--- config.mk ---
export PLATFORM = sky130hd
export DESIGN_NAME = race_gte_sched
export DESIGN_NICKNAME = d
export VERILOG_FILES = /design/src/rtl/race_gte_sched_pkg.sv /design/src/rtl/race_gte_sched_edge_gen.sv /design/src/rtl/race_gte_sched.sv
export SDC_FILE = /design/constraint.sdc
export NUM_CORES = 1
export LEC_CHECK = 0
export ABC_CLOCK_PERIOD_IN_PS = 3250
export CORE_UTILIZATION = 40
export CTS_BUF_LIST = sky130_fd_sc_hd__clkbuf_2
export CTS_CLUSTER_SIZE = 14
export DETAILED_ROUTE_END_ITERATION = 6
export MAX_ROUTING_LAYER = met4
export PLACE_DENSITY = 0.66
export SLEW_MARGIN = 20
export SYNTH_ARGS = -nofsm -noshare
export SYNTH_HDL_FRONTEND = slang
export SYNTH_SLANG_ARGS = --single-unit
--- constraint.sdc ---
create_clock -name aclk -period 3.25 [get_ports aclk]
set_input_delay 0.8125 -clock aclk [delete_from_list [all_inputs] [get_ports aclk]]
set_output_delay 0.8125 -clock aclk [all_outputs]
set_load 0.02 [all_outputs]
--- src/rtl/race_gte_sched_pkg.sv ---
`default_nettype none
// ============================================================================
// Module  : race_pkg
// Brief   : Shared types and helpers for the race-logic GTE cell sequencer.
// Revision: 1.0 - initial release
// ============================================================================
package race_pkg;

    localparam int T_W_DEFAULT = 4;

    // All-ones value of a w-bit spike time, used as the "no spike" marker.
    function automatic logic [31:0] inf(input int w);
        inf = (32'd1 << w) - 32'd1;
    endfunction

    typedef enum logic [1:0] {
        IDLE  = 2'd0,
        RESET = 2'd1,
        RUN   = 2'd2,
        DONE  = 2'd3
    } state_t;

endpackage
`default_nettype wire

--- src/rtl/race_gte_sched_edge_gen.sv ---
`default_nettype none
// ============================================================================
// Module  : race_edge_gen
// Brief   : Converts a spike time into a monotone rising step inside RUN.
// Revision: 1.0 - initial release
// ============================================================================
module race_edge_gen
    import race_pkg::*;
#(
    parameter int T_W   = T_W_DEFAULT,
    parameter int CNT_W = 4
) (
    input  logic             run,
    input  logic [CNT_W-1:0] t,
    input  logic [T_W-1:0]   t_spike,
    output logic             step
);

    localparam logic [31:0]    c_inf32 = inf(T_W);
    localparam logic [T_W-1:0] c_inf   = c_inf32[T_W-1:0];

    assign step = run && (t_spike != c_inf) && (32'(t) >= 32'(t_spike));

endmodule
`default_nettype wire

--- src/rtl/race_gte_sched.sv ---
`default_nettype none
// ============================================================================
// Module  : race_gte_sched
// Brief   : Request/response sequencer that resets, drives and timestamps one
//           temporal greater-than-or-equal cell.
// Revision: 1.0 - initial release
// ============================================================================
module race_gte_sched
    import race_pkg::*;
#(
    parameter int T_W        = T_W_DEFAULT,
    parameter int GAMMA      = 16,
    parameter int RST_CYCLES = 2
) (
    input  logic           aclk,
    input  logic           grst,
    input  logic           req_valid,
    output logic           req_ready,
    input  logic [T_W-1:0] req_ta,
    input  logic [T_W-1:0] req_tb,
    output logic           cell_rst,
    output logic           cell_a,
    output logic           cell_b,
    input  logic           cell_q,
    output logic           rsp_valid,
    input  logic           rsp_ready,
    output logic           rsp_fired,
    output logic [T_W-1:0] rsp_tq,
    output logic           rsp_err,
    output logic           busy
);

    localparam int CNT_W  = (GAMMA > 1) ? $clog2(GAMMA) : 1;
    localparam int RCNT_W = $clog2(RST_CYCLES + 1);

    localparam logic [31:0]       c_inf32  = inf(T_W);
    localparam logic [T_W-1:0]    c_inf    = c_inf32[T_W-1:0];
    localparam logic [CNT_W-1:0]  c_t_last = CNT_W'(GAMMA - 1);
    localparam logic [RCNT_W-1:0] c_r_last = RCNT_W'(RST_CYCLES - 1);

    state_t            r_state;
    logic              r_armed;
    logic [CNT_W-1:0]  r_t;
    logic [RCNT_W-1:0] r_rcnt;
    logic [T_W-1:0]    r_ta;
    logic [T_W-1:0]    r_tb;
    logic [T_W-1:0]    r_tq;
    logic              r_fired;
    logic              r_err;

    logic w_run;
    logic w_a;
    logic w_b;

    assign w_run = (r_state == RUN);

    race_edge_gen #(
        .T_W   (T_W),
        .CNT_W (CNT_W)
    ) u_edge_a (
        .run     (w_run),
        .t       (r_t),
        .t_spike (r_ta),
        .step    (w_a)
    );

    race_edge_gen #(
        .T_W   (T_W),
        .CNT_W (CNT_W)
    ) u_edge_b (
        .run     (w_run),
        .t       (r_t),
        .t_spike (r_tb),
        .step    (w_b)
    );

    always_ff @(posedge aclk or negedge grst) begin
        if (!grst) begin
            r_state <= IDLE;
            r_armed <= 1'b0;
            r_t     <= '0;
            r_rcnt  <= '0;
            r_ta    <= c_inf;
            r_tb    <= c_inf;
            r_tq    <= c_inf;
            r_fired <= 1'b0;
            r_err   <= 1'b0;
        end else begin
            // Holds off acceptance until the first edge after reset release.
            r_armed <= 1'b1;
            case (r_state)
                IDLE: begin
                    if (req_valid && r_armed) begin
                        r_ta    <= req_ta;
                        r_tb    <= req_tb;
                        r_tq    <= c_inf;
                        r_fired <= 1'b0;
                        r_err   <= 1'b0;
                        r_rcnt  <= '0;
                        r_t     <= '0;
                        r_state <= RESET;
                    end
                end
                RESET: begin
                    if (r_rcnt == c_r_last) begin
                        r_rcnt  <= '0;
                        r_t     <= '0;
                        r_state <= RUN;
                    end else begin
                        r_rcnt <= r_rcnt + RCNT_W'(1);
                    end
                end
                RUN: begin
                    if (cell_q && !r_fired) begin
                        r_fired <= 1'b1;
                        r_tq    <= r_t[T_W-1:0];
                    end
                    if (cell_q && !w_a) begin
                        r_err <= 1'b1;
                    end
                    // Full window always elapses; an early q does not end RUN.
                    if (r_t == c_t_last) begin
                        r_t     <= '0;
                        r_state <= DONE;
                    end else begin
                        r_t <= r_t + CNT_W'(1);
                    end
                end
                DONE: begin
                    if (rsp_ready) begin
                        r_state <= IDLE;
                    end
                end
                default: r_state <= IDLE;
            endcase
        end
    end

    assign req_ready = r_armed && (r_state == IDLE);
    assign cell_rst  = !w_run;
    assign cell_a    = w_a;
    assign cell_b    = w_b;
    assign rsp_valid = (r_state == DONE);
    assign rsp_fired = r_fired;
    assign rsp_tq    = r_tq;
    assign rsp_err   = r_err;
    assign busy      = (r_state != IDLE);

endmodule
`default_nettype wire

# Word-level counts from Yosys, hierarchy flattened
# Index checks and enable logic that the tools add are counted.
# totals
ff_bits,23
latch_bits,0
mem_bits_rw,0
rom_bits,0
input_bits,13
out_inout_bits,12
word_cells,68
n_memories,0
# classes
add_sub_neg,2
n_mul,0
div,0
n_lt_le_gt_ge,2
eq_ne,13
shifts,0
n_mux,20
n_bitwise,0
reduce_logical,22
# ops
op,count
two-way mux 4 bit,5
two-way mux 2 bit,6
case mux 4 bit (3 select lines),1
"inequality test 2 bit, second input constant",5
AND reduction 3 bit,3
>= comparator 4 bit,2
logical AND 1 bit,8
"inequality test 4 bit, second input constant",2
case mux 2 bit (4 select lines),1
case mux 4 bit (2 select lines),1
nonzero test 2 bit,3
"adder 4 x 1 -> 4 bit, second input constant",1
"equality test 2 x 1 -> 1 bit, second input constant",2
"equality test 2 bit, second input constant",2
"equality test 4 bit, second input constant",1
case mux 1 bit (2 select lines),2
case mux 2 bit (2 select lines),1
AND reduction 2 bit,2
AND reduction 4 bit,1
zero test 1 bit,3
two-way mux 1 bit,3
nonzero test 3 bit,1
"adder 2 x 1 -> 2 bit, second input constant",1
zero test 2 bit,1
"inequality test 2 x 1 -> 1 bit, second input constant",1

# Depth between registers and ports, before layout
# depth
depth_word,7
mapped_depth,6
depth_no_buf,6

# Cells and area by module
# A second synthesis with hierarchy kept.
# unflattened
cells_unflattened,126
hier_area_um2,1338.8
# modules_own_cells
mod,n_inst,cells_each,area_each_um2,seq_area_each_um2
race_gte_sched,1,96,1123.6,590.6
race_edge_gen,2,15,107.6,0.0

# Least setup slack after synthesis
# OpenSTA, ideal clock, no wires.
# synth_path
path_kind,reg-to-output
startpoint,register r_t[0]
endpoint,output port cell_a
arrival_time_ns,1.456
required_ns,2.438
path_slack_ns,0.982
stages_incl_launch_ff,6
path_cell_list,dfrtp_1 -> inv_1 -> ha_1 -> nand2b_1 -> a2111oi_2 -> nor2_1
# synth_via
elab_chain_len,2
# synth_rtl
element,line_no,text
"start, declared",race_gte_sched.sv:43,logic [CNT_W-1:0] r_t;
"start signal, assigned",race_gte_sched.sv:126,r_t <= r_t + CNT_W'(1);
>= comparator 4 bit,race_gte_sched_edge_gen.sv:22,assign step = run && (t_spike != c_inf) && (32'(t) >= 32'(t_spike));
logical AND 1 bit,race_gte_sched_edge_gen.sv:22,
"end, declared",race_gte_sched.sv:22,"output logic cell_a,"
# Every way passes these cells.

# Final worst setup path
# layout_path
startpoint,register r_state[0]
endpoint,output port cell_b
# layout_via
elab_chain_len,3
# layout_rtl
element,line_no,text
"start, declared",race_gte_sched.sv:41,state_t r_state;
"start signal, assigned",race_gte_sched.sv:79,r_state <= IDLE;
"start signal, assigned",race_gte_sched.sv:101,r_state <= RESET;
"start signal, assigned",race_gte_sched.sv:108,r_state <= RUN;
equality test 2 bit,race_gte_sched.sv:55,assign w_run = (r_state == RUN);
via u_edge_a.run,race_gte_sched_edge_gen.sv:13,"input logic run,"
logical AND 1 bit (2 in a row),race_gte_sched_edge_gen.sv:22,
"end, declared",race_gte_sched.sv:23,"output logic cell_b,"
# The timed path passes the listed nets, and every way through them passes these cells.

==> run metrics <==
status finished clean; number of buffers added on ports 24; DR DRC count 0; pre-CTS setup slack 389.9 ps; vias per inst 5.270; vias in the first global route 967; clk root buf clkbuf_2; Max clock buf depth 2; Sequential Area 590.6 µm²; setup slack, reg-to-reg 1400 ps; Int Power 0.9076 mW; reg-to-reg startpoint r_state[0]; die width 59.77 µm; crit end category output pin; Routed WL per cell 13.59 µm; GR peak layer met2; Max-cap violations 0; final WL 2718 µm; Hold Slack 507.3 ps; switch share 0.4136; initial antenna violation count 0; Hold Crit Class register to register; mapped cell area 1335 µm²; FF+latch count, synth 23; peak supply drop 0.5128 mV; warnings from Yosys 0; Lkg Pwr 0.7518 nW; Final Max Slew Viols 0; Mapped Avg Cell Area 10.68 µm²; top cells by area, synth dfstp_2 (24%), dfrtp_1 (21%), ha_1 (13%); first-pass GRT wire length 4416 µm; met2 Track Usage GR 0.2921; Reg power frac 0.363; drt pass-1 iters 5; met1 usage 0.2074; RSZ-0062 raised after global routing false; Rows 20; die height 59.77 µm; slack of the critical path 224.6 ps; min Tclk post-route 3025 ps; Core Area 3103 µm²; skew final 2.861 ps; via count 1054; count of clock tree sinks 23; io pins 25; post-DP HPWL 2128 µm; CTS tree built; most common cell in the netlist ha_1; clk slew on worst S/H paths 200 ps; met3 Use GR 0.04762; Clock power frac 0.072; worst reg2reg path endpoint r_state[1]; Final Util 0.5411; fraction of final layout cells sized beyond drive strength 1 0.2179; Final #Nets 184; total chip power 1.548 mW; crit path launch r_state[0]; number of synthesized flops with an enable pin 0; Post-Syn Instances 125; Data required, critical path 2440 ps; Fin Setup TNS 0 ps; worst setup path end cell_b; cts bufs inserted 3; NetSw 0.6403 mW; fin crit share 0.9309; initial core utilization 0.4302; R2R depth 7; critical path launch point type register; pin count of the biggest net entering global routing 17; fraction of registers with async set/reset 1.000; worst-path fanout max 5; crit path DAT 2210 ps; Clock Latency Late Sink 330 ps; share of Yosys cell area claimed by the top area cell type 0.2362; worst-margin pin slew 740.3 ps; H-Tree Depth 1; area of the multi-input gates 691.9 µm²; Yosys cell types 31; Slew HR 0.5049; Final Setup Violations 0; PwrDens 921.8 nW/µm²; Logic pwr share 0.565; Iteration-0 DRC Markers 35; global-route usage over all layers 0.1745; syn_nets 152; Fin. Hold Viols 0; synth cell count leaders ha_1 (14), inv_1 (13), dfstp_2 (12); antenna cells 0; routability congestion estimate 0.8319; area grow syn2layout 25.77%; fillcell total 316; fmax 330.5 MHz; Post-synth top flop dfstp_2; Post-DRT Antenna Nets 0; Synth area leader dfstp_2; sequential share of the synthesized area 0.4424; die area 3572 µm²; GR Overflow Total 0; CP Class register to output pin
worst max-delay path, cell delays in order (launching register included):
cell and delay [ps]:
dfrtp_1 440, inv_1 140, ha_1 190, inv_1 110, a41oi_1 170, o21ai_0 100, a21oi_1 120, clkdlybuf4s50_1 610
worst min path at each step:
stage | from | to | slack (ps) | cells past startpoint
6_report | r_rcnt[1] | r_rcnt[1] | 510 | 1
5_1_grt | r_rcnt[1] | r_rcnt[1] | 530 | 1
4_1_cts | r_rcnt[1] | r_rcnt[1] | 510 | 1
3_5_place_dp | r_rcnt[1] | r_rcnt[1] | 470 | 1
3_3_place_gp | r_rcnt[1] | r_rcnt[1] | 460 | 1
2_1_floorplan | r_rcnt[1] | r_rcnt[1] | 450 | 1
logic make-up after synthesis:
family | after synthesis | synth area share
compound gates | 32 | 0.1781
simple gates | 29 | 0.1087
flops | 23 | 0.4424
fa+ha+maj | 14 | 0.1312
buf+inv | 14 | 0.03936
mux | 11 | 0.09091
other cells | 1 | 0.002809
xor+xnor | 1 | 0.006562
stage by stage:
stage	instance area, µm²	cells
after detailed placement	1649	195
after global routing	1679	200
after floorplan	1335	125
after CTS	1677	200
after global placement	1649	195
final	1679	200
cells in the final DEF, fill, tap and decap left out, types with 3 or more instances in the layout:
| master | n |
|---|---|
| o21ai_0 | 8 |
| nand2b_1 | 4 |
| dfrtp_1 | 11 |
| mux2_2 | 9 |
| inv_1 | 13 |
| nand3_1 | 5 |
| nor2_1 | 5 |
| dfstp_2 | 12 |
| buf_4 | 4 |
| nand2_1 | 7 |
| a21oi_1 | 8 |
| o22a_1 | 3 |
| clkdlybuf4s50_1 | 23 |
| ha_1 | 14 |
| clkbuf_2 | 3 |
repair_timing:
item,in CTS,in global routing
buffers inserted,1,0
hold buffers,0,0
endpoints found under the hold margin,0,0
setup endpoints to repair,1,1
gates resized for setup,0,1
flip-flops by register name, summed over array words and instances, names as in the netlist:
name,cells
r_tb,4
rsp_tq,4
r_rcnt,2
r_ta,4
r_state,2
r_t,4
r_armed,1
rsp_err,1
rsp_fired,1
layout make-up:
cell class                      count  share of cell area
Clock buffer                        3            0.008942
Inverter                           13             0.02906
Timing Repair Buffer               28              0.1624
Sequential cell                    23              0.3517
Clock inverter                      1            0.002981
Multi-Input combinational cell     88              0.4121
Tap cell                           44             0.03279
power by group through the flow:
stage / Clock (mW) / Combinational, mW / Sequential, mW
global placement: 0 / 0.832 / 0.565
global route: 0.128 / 0.977 / 0.579
detailed placement: 0 / 0.870 / 0.572
CTS: 0.118 / 0.885 / 0.561
finish: 0.111 / 0.875 / 0.561
floorplan: 0 / 0.554 / 0.584
metal layers:
layer,part of all wire,vias to the layer above
met5,0,-
met4,0.0055,0
met3,0.057,2
met2,0.50,33
met1,0.43,515
li1,-,504
Note: power is estimated with default switching activity, not from simulation.
